==> src/rtl/sound_pkg.sv <==
// Shared types, constants and the fixed lead-voice song table.
package sound_pkg;

  typedef enum logic [1:0] {
    StIdle,
    StPlay,
    StTail
  } seq_state_t;

  localparam logic [4:0] ENV_MAX   = 5'd31;
  localparam logic [4:0] NOTE_REST = 5'd0;
  localparam logic [4:0] NOTE_A    = 5'd28;
  localparam logic [4:0] NOTE_B    = 5'd25;
  localparam logic [4:0] NOTE_C    = 5'd24;

  // Period code for each of the 16 song steps.
  function automatic logic [4:0] song_freq(input logic [3:0] idx);
    logic [4:0] f;
    unique case (idx)
      4'd0, 4'd4, 4'd8, 4'd12, 4'd13: f = NOTE_B;
      4'd1, 4'd5, 4'd9, 4'd14:        f = NOTE_C;
      4'd2, 4'd6, 4'd7, 4'd11:        f = NOTE_A;
      default:                        f = NOTE_REST;
    endcase
    return f;
  endfunction

  // A rest starts silent; any real note starts at full envelope.
  function automatic logic [4:0] note_env(input logic [4:0] freq);
    return (freq == NOTE_REST) ? 5'd0 : ENV_MAX;
  endfunction

endpackage

==> src/rtl/sound_envelope.sv <==
// Saturating decay register for the lead-voice gate envelope.
module sound_envelope #(
  parameter int unsigned ENV_DECAY = 8
) (
  input  logic       clk,
  input  logic       rst,
  input  logic       clear,
  input  logic       load,
  input  logic [4:0] load_val,
  input  logic       decay,
  output logic [4:0] env
);

  localparam logic [5:0] Decay6 = 6'(ENV_DECAY);

  logic [4:0] env_q, env_d;
  logic [5:0] env_wide;

  assign env_wide = {1'b0, env_q};
  assign env      = env_q;

  // Next envelope: clear beats load beats decay; decay floors at zero.
  always_comb begin
    env_d = env_q;
    if (clear) begin
      env_d = 5'd0;
    end else if (load) begin
      env_d = load_val;
    end else if (decay) begin
      env_d = (env_wide > Decay6) ? 5'(env_wide - Decay6) : 5'd0;
    end
  end

  // Envelope register.
  always_ff @(posedge clk) begin
    if (rst) env_q <= 5'd0;
    else     env_q <= env_d;
  end

endmodule

==> src/rtl/sound_sequencer.sv <==
// Frame-rate song sequencer for the square-wave lead voice.
module sound_sequencer
  import sound_pkg::*;
#(
  parameter int unsigned FRAMES_PER_STEP = 4,
  parameter int unsigned ENV_DECAY       = 8,
  parameter int unsigned NUM_STEPS       = 16
) (
  input  logic       clk,
  input  logic       rst,
  input  logic       frame_tick,
  input  logic       start,
  input  logic       stop,
  input  logic       loop_en,
  output logic [4:0] note_freq,
  output logic [4:0] envelope,
  output logic       note_valid,
  output logic [3:0] step_idx,
  output logic       playing,
  output logic       done
);

  localparam logic [3:0] LastStep  = 4'(NUM_STEPS - 1);
  localparam logic [3:0] StepTicks = 4'(FRAMES_PER_STEP);

  seq_state_t state_q, state_d;
  logic [3:0] frame_cnt_q, frame_cnt_d;
  logic [3:0] step_q, step_d;
  logic [4:0] note_q, note_d;
  logic       valid_q, valid_d;
  logic       done_q, done_d;
  logic       playing_q, playing_d;

  logic       go_idle, do_load;
  logic [3:0] load_idx;
  logic       env_clear, env_load, env_decay;
  logic [4:0] env_load_val, env;

  sound_envelope #(
    .ENV_DECAY(ENV_DECAY)
  ) u_envelope (
    .clk     (clk),
    .rst     (rst),
    .clear   (env_clear),
    .load    (env_load),
    .load_val(env_load_val),
    .decay   (env_decay),
    .env     (env)
  );

  // Next-state: stop > start > frame_tick; a step load replaces that tick's decay.
  always_comb begin
    state_d      = state_q;
    frame_cnt_d  = frame_cnt_q;
    step_d       = step_q;
    note_d       = note_q;
    valid_d      = 1'b0;
    done_d       = 1'b0;
    go_idle      = 1'b0;
    do_load      = 1'b0;
    load_idx     = 4'd0;
    env_clear    = 1'b0;
    env_load     = 1'b0;
    env_load_val = 5'd0;
    env_decay    = 1'b0;

    if (stop) begin
      if (state_q != StIdle) go_idle = 1'b1;
    end else if (start) begin
      state_d = StPlay;
      do_load = 1'b1;
    end else begin
      unique case (state_q)
        StPlay: begin
          if (frame_tick) begin
            if (frame_cnt_q == 4'd1) begin
              if (step_q < LastStep) begin
                do_load  = 1'b1;
                load_idx = step_q + 4'd1;
              end else if (loop_en) begin
                do_load = 1'b1;
              end else begin
                // Last note keeps ringing; envelope decays out in TAIL.
                state_d = StTail;
              end
            end else begin
              frame_cnt_d = frame_cnt_q - 4'd1;
              env_decay   = 1'b1;
            end
          end
        end
        StTail: begin
          if (env == 5'd0) begin
            go_idle = 1'b1;
            done_d  = 1'b1;
          end else if (frame_tick) begin
            env_decay = 1'b1;
          end
        end
        default: ;
      endcase
    end

    if (go_idle) begin
      state_d     = StIdle;
      step_d      = 4'd0;
      note_d      = NOTE_REST;
      frame_cnt_d = 4'd0;
      env_clear   = 1'b1;
    end

    if (do_load) begin
      step_d       = load_idx;
      note_d       = song_freq(load_idx);
      env_load     = 1'b1;
      env_load_val = note_env(song_freq(load_idx));
      valid_d      = 1'b1;
      frame_cnt_d  = StepTicks;
    end

    playing_d = (state_d != StIdle);
  end

  // Sequencer state and registered outputs.
  always_ff @(posedge clk) begin
    if (rst) begin
      state_q     <= StIdle;
      frame_cnt_q <= 4'd0;
      step_q      <= 4'd0;
      note_q      <= 5'd0;
      valid_q     <= 1'b0;
      done_q      <= 1'b0;
      playing_q   <= 1'b0;
    end else begin
      state_q     <= state_d;
      frame_cnt_q <= frame_cnt_d;
      step_q      <= step_d;
      note_q      <= note_d;
      valid_q     <= valid_d;
      done_q      <= done_d;
      playing_q   <= playing_d;
    end
  end

  assign note_freq  = note_q;
  assign envelope   = env;
  assign note_valid = valid_q;
  assign step_idx   = step_q;
  assign playing    = playing_q;
  assign done       = done_q;

endmodule

==> config.mk <==
export PLATFORM = sky130hd
export DESIGN_NAME = sound_sequencer
export DESIGN_NICKNAME = d
export VERILOG_FILES = /design/src/rtl/sound_pkg.sv /design/src/rtl/sound_envelope.sv /design/src/rtl/sound_sequencer.sv
export SDC_FILE = /design/constraint.sdc
export NUM_CORES = 1
export LEC_CHECK = 0
export CORE_UTILIZATION = 45
export DETAILED_ROUTE_END_ITERATION = 6
export PLACE_DENSITY_LB_ADDON = 0.08
export SETUP_SLACK_MARGIN = 0.2
export SYNTH_ARGS = -nofsm -noshare
export SYNTH_HDL_FRONTEND = slang
export SYNTH_SLANG_ARGS = --single-unit
export TNS_END_PERCENT = 100
==> constraint.sdc <==
create_clock -name clk -period 2.1 [get_ports clk]
set_input_delay 0.42 -clock clk [delete_from_list [all_inputs] [get_ports clk]]
set_output_delay 0.42 -clock clk [all_outputs]
set_load 0.005 [all_outputs]
# Word level (Yosys, flattened, before mapping)
# Memories as Yosys holds them, arrays and structs flattened.
# Index checks and enable logic that the tools add are counted.
# op_classes
n_eq_ne	6
reduce_logical	13
addsub	3
div_mod_pow	0
bitwise	3
n_lt_le_gt_ge	2
shifts	0
muxes	52
n_mul	0
# op_table
cell	count
$mux W5	8
$mux W4	8
$mux W3	7
$mux W1	20
$mux W2	8
$logic_not A5 Y1	2
$reduce_and A5 Y1	2
$reduce_bool A2 Y1	4
$ne A3 B1 Y1 const B	2
$reduce_bool A3 Y1	2
$gt A5 B4 Y1 const B	1
$sub A5 B4 Y5 const B	1
$add A4 B1 Y4 const B	1
$eq A4 B1 Y1 const B	1
$lt A4 B4 Y1 const B	1
$reduce_or A2 Y1	2
$sub A4 B1 Y4 const B	1
$ne A3 B3 Y1 const B	1
$not A1 Y1	3
$reduce_or A3 Y1	1
$eq A2 B1 Y1 const B	1
$eq A2 B2 Y1 const B	1
$pmux W1 S2	1
# word_totals
out_inout_bits	17
inputBits	6
mem_count	2
mem_bits_rw	0
romBits	128
latch_bits	0
word_cells	90
regBits	23
# mem_list
memory	depth	width	read_ports	rd_clocked_by_memory_dff	write_ports	line	source
(no name shown)	16	4	1	0	0	sound_pkg.sv:19	unique case (idx)
(no name shown)	16	4	1	0	0	sound_pkg.sv:19	

# Depth between registers and ports, before layout
# An unclocked memory read counts as a cell.
# logic_depth
depth_word	13
ltp_mapped	7

# Hierarchy
# From an unflattened synthesis, not the netlist that was laid out.
# hier_totals
hier_cells	151
area_unflattened_um2	1295.0
# by_module_without_submodules
mod	instances	area_per_inst_um2	cells_each
sound_sequencer	1	1059.8	128
sound_envelope	1	235.2	23

# Worst setup path before layout
# No wires, ideal clock.
# synth_path
path_kind	register to register
startpoint	reg frame_cnt_q[0]
endpoint	reg note_q[0] (netlist: note_freq[0])
setup_time_ns	0.117
path_stages_with_launch	7
t_arrival_ns	1.853
path_buffers	1
slack_ns	0.131
path_cell_list	dfxtp_1 -> ha_1 -> or3b_4 -> o41a_1 -> buf_6 -> and3_4 -> a22o_1
# synth_via
elab_chain_len	8
elab_cells_between_ends	14
cone_classes	eq/ne (1); mux (11); reduce/logical (1); memory (1)
# synth_lines
element	line	source
start, declared	sound_sequencer.sv:27	logic [3:0] frame_cnt_q, frame_cnt_d;
start signal, assigned	sound_sequencer.sv:136	frame_cnt_q <= frame_cnt_d;
$eq A4 B1 Y1 (*)	sound_sequencer.sv:76	if (frame_cnt_q == 4'd1) begin
$mux W4	sound_sequencer.sv:76	
$mux W4	sound_sequencer.sv:75	if (frame_tick) begin
$mux W4	sound_sequencer.sv:73	unique case (state_q)
$mux W4	sound_sequencer.sv:69	end else if (start) begin
$mux W4	sound_sequencer.sv:67	if (stop) begin
$mem_v2 Z16 W4	--	
$mux W5	sound_sequencer.sv:112	if (do_load) begin
end signal, assigned	sound_sequencer.sv:138	note_q <= note_d;
end, declared	sound_sequencer.sv:29	logic [4:0] note_q, note_d;
# Mark *: on every way between the ends. The rest lies on a longest branch, timed or not.
# A chain may end at the register's enable or synchronous reset.

# Worst setup path after layout
# layout_path
startpoint	reg frame_cnt_q[1]
endpoint	reg note_q[0] (netlist: note_freq[0])
# Same word-level chain as after synthesis.

==> flow_summary.yaml <==
outcome:
  outcome: "completed"
critical_path:
  rr_endpoint: "note_freq[0]"
  path_class: "flop to flop"
  reg2regPathDepth: 6
  rrSetupSlack_ns: 0.25
  crit-reg2reg-launch: "frame_cnt_q[1]"
  crit_arrival_ns: 2.05
  cp_max_fo: 5
  critical_path_required_ns: 2.31
  start_kind: "flop"
  worstSetupEndpointType: "flop"
routing:
  num_vias: 1012
  drc: 0
  drtIter0Drc: 28
  wirelength_um: 2420
  first_pass_iters: 4
  vias_per_cell: 5.72
  ant_nets: 0
  wl_per_cell_um: 13.7
job:
  cap_violations: 0
clock_network:
  cts_hold_buf: 0
  cts_root_buf: "clkbuf_4"
  clk_pin_slew_ns: 0.11
  cts.sinks: 19
  numCtsBuffers: 3
  tritoncts: "yes"
  htree_num_levels: 1
  clock_latency_ns: 0.30
  clk_path_buf_depth: 2
grt:
  grt_usage: 0.210
  grt_max_degree: 14
  grt_pass1_wl_um: 4170
  antenna_found_initial: 0
  grt_pass1_vias: 898
  grt-ovfl-total: 0
floorplanning:
  io_pins: 23
  die_h_um: 51.7
  initial_utilization: 0.488
  core_um2: 2280
  rows: 17
  die_x_um: 51.7
  die-area_um2: 2670
power:
  peakVddDrop_mv: 0.342
  p_leak_nw: 0.537
  p_per_area_nw_per_um2: 476
layout:
  antenna_cells: 0
  finalNetCount: 162
  layout-drive-gt1-share: 0.195
  syn2layout_area_growth_pct: 27.7
  stdcell_area_um2: 1420
min_path:
  min-delay-path-class: "flop to flop"
  whs_endpoint: "note_freq[3]"
  worstHoldPathCells: 2
  hp-start: "note_freq[3]"
yosys:
  synth_cells: 125
  synth_xor_area_frac: 0.0395
  avgSynthCellArea_um2: 8.88
  yosys.area.top_type: "dfxtp_1"
  synth_fa_ha_area_frac: 0.0676
  syn_area_um2: 1110
  synth_flop_cell: "dfxtp_1"
  synth_seq_cells: 19
  synthArstFlopShare: 0
  yosysSeqAreaShare: 0.343
  synth_top_area_share: 0.343
  ys_top_cells_by_count: "dfxtp_1 (19), inv_1 (8), nor2_1 (8), a21oi_1 (6), ha_1 (6)"
  synth_compound_area_frac: 0.238
  synthSimpleGateAreaFrac: 0.228
  synthDistinctLibCells: 47
  synth_edf_count: 0
  ys_warn_count: 0
  synth_area_leaders: "dfxtp_1 (34%), ha_1 (6.8%), xnor2_1 (3.2%)"
  synth_fp_nets: 137
  yosysMostFrequentCell: "dfxtp_1"
  synth_top_family_by_area: "compound AO/OA/AOI/OAI gates"
  synth.mux.area_fraction: 0
placed_design:
  place_area_um2: 1370
  hpwl_um: 1910
  gp_congestion: 0.751
  port_buffers: 21
timing:
  skew_ns: 0.00264
  rsz0062_at_grt: "true"
  finalHoldViolCount: 0
  period_share: 0.880
  post-route-min-period_ns: 1.85
  fmax_ghz: 0.541
  setup_tns_ns: 0
  finalMaxSlewViolations: 0
  hold-worst-slack_ns: 0.474
  setup_viol: 0
==> stage by stage <==
| step | total power, mW | utilization | std cells | setup WS (ns) |
|---|---|---|---|---|
| after floorplan | 0.448 | - | 125 | 0.211 |
| after global placement | 0.491 | 0.602 | 172 | 0.0652 |
| after detailed placement | 0.494 | 0.602 | 172 | 0.0950 |
| after CTS | 0.677 | 0.615 | 176 | 0.211 |
| after global routing | 0.713 | 0.623 | 177 | 0.190 |
| final | 0.675 | 0.623 | 177 | 0.252 |
==> cells in the final DEF, fill, tap and decap left out, types with 2 or more instances in the layout <==
cell type and instances:
nand4b_1 2, ha_1 5, nand4_1 2, clkbuf_4 3
dfxtp_1 14, a311o_1 2, a31oi_1 2, xnor2_1 4
a21o_1 2, a311oi_1 2, o31ai_1 3, inv_1 7
nor3b_1 2, a21oi_1 6, nor2_1 8, a21o_2 2
and3b_1 2, clkdlybuf4s50_1 21, buf_4 9, and2_1 2
dfxtp_2 4, nand2_1 4, a211oi_1 2, a22o_1 2
nand3_1 4, o21ai_0 5, nor3_1 2, nand2b_1 3
==> flip-flops by register name (all words and copies together), names as in the netlist <==
register / count
u_envelope.env: 3
note_freq: 3
done: 1
step_idx: 4
note_valid: 1
frame_cnt_q: 4
state_q: 2
playing: 1
==> worst max-delay path: stages, from the launching register on <==
cell	delay (ns)
dfxtp_2	0.35
inv_2	0.07
ha_4	0.13
or3b_4	0.39
o41a_1	0.37
and3_4	0.22
a22o_1	0.22
==> logic make-up after synthesis <==
| group | after synthesis |
|---|---|
| compound gates | 36 |
| xor+xnor | 5 |
| fa+ha+maj | 6 |
| buf+inv | 18 |
| flops | 19 |
| other cells | 1 |
| simple gates | 40 |
==> layer usage <==
layer	vias to the layer above	part of all wire	GRT usage
met1	475	0.45	0.259
met4	0	0.010	0.0676
met2	28	0.49	0.355
met5	-	0	0
li1	505	-	-
met3	4	0.045	0.0526
==> power by group <==
| part | total [mW] | switching [mW] | internal, mW |
|---|---|---|---|
| Clock | 0.188 | 0.117 | 0.0711 |
| Sequential | 0.384 | 0.0121 | 0.372 |
| Combinational | 0.103 | 0.0444 | 0.0589 |
| Total | 0.675 | 0.173 | 0.502 |
==> area by class of cell <==
cell class | count | area, um^2
clock inverter | 1 | 5.00
clock buffer | 3 | 22.5
fill | 206 | 858
sequential | 19 | 389
timing repair buffer | 30 | 278
tap | 28 | 35.0
multi-input combinational | 88 | 658
inverter | 8 | 30.0
==> worst max-delay path by stage <==
stage | slack [ns] | end | depth (start not counted) | from
6_report | 0.25 | note_freq[0] | 6 | frame_cnt_q[1]
5_1_grt | 0.19 | note_freq[0] | 6 | frame_cnt_q[1]
3_5_place_dp | 0.09 | note_freq[0] | 4 | stop
4_1_cts | 0.21 | step_idx[2] | 1 | step_idx[2]
3_3_place_gp | 0.07 | note_freq[3] | 6 | frame_tick
2_1_floorplan | 0.21 | note_freq[0] | 6 | frame_cnt_q[0]
==> timing repair <==
item / in CTS / in global routing
gates resized for setup: 1 / 5
endpoints found under the setup margin: 2 / 6
hold endpoints to repair: 0 / 0
pin swaps: 1 / 0
buffers inserted: 0 / 1
Power figures use the tool's default switching activity.
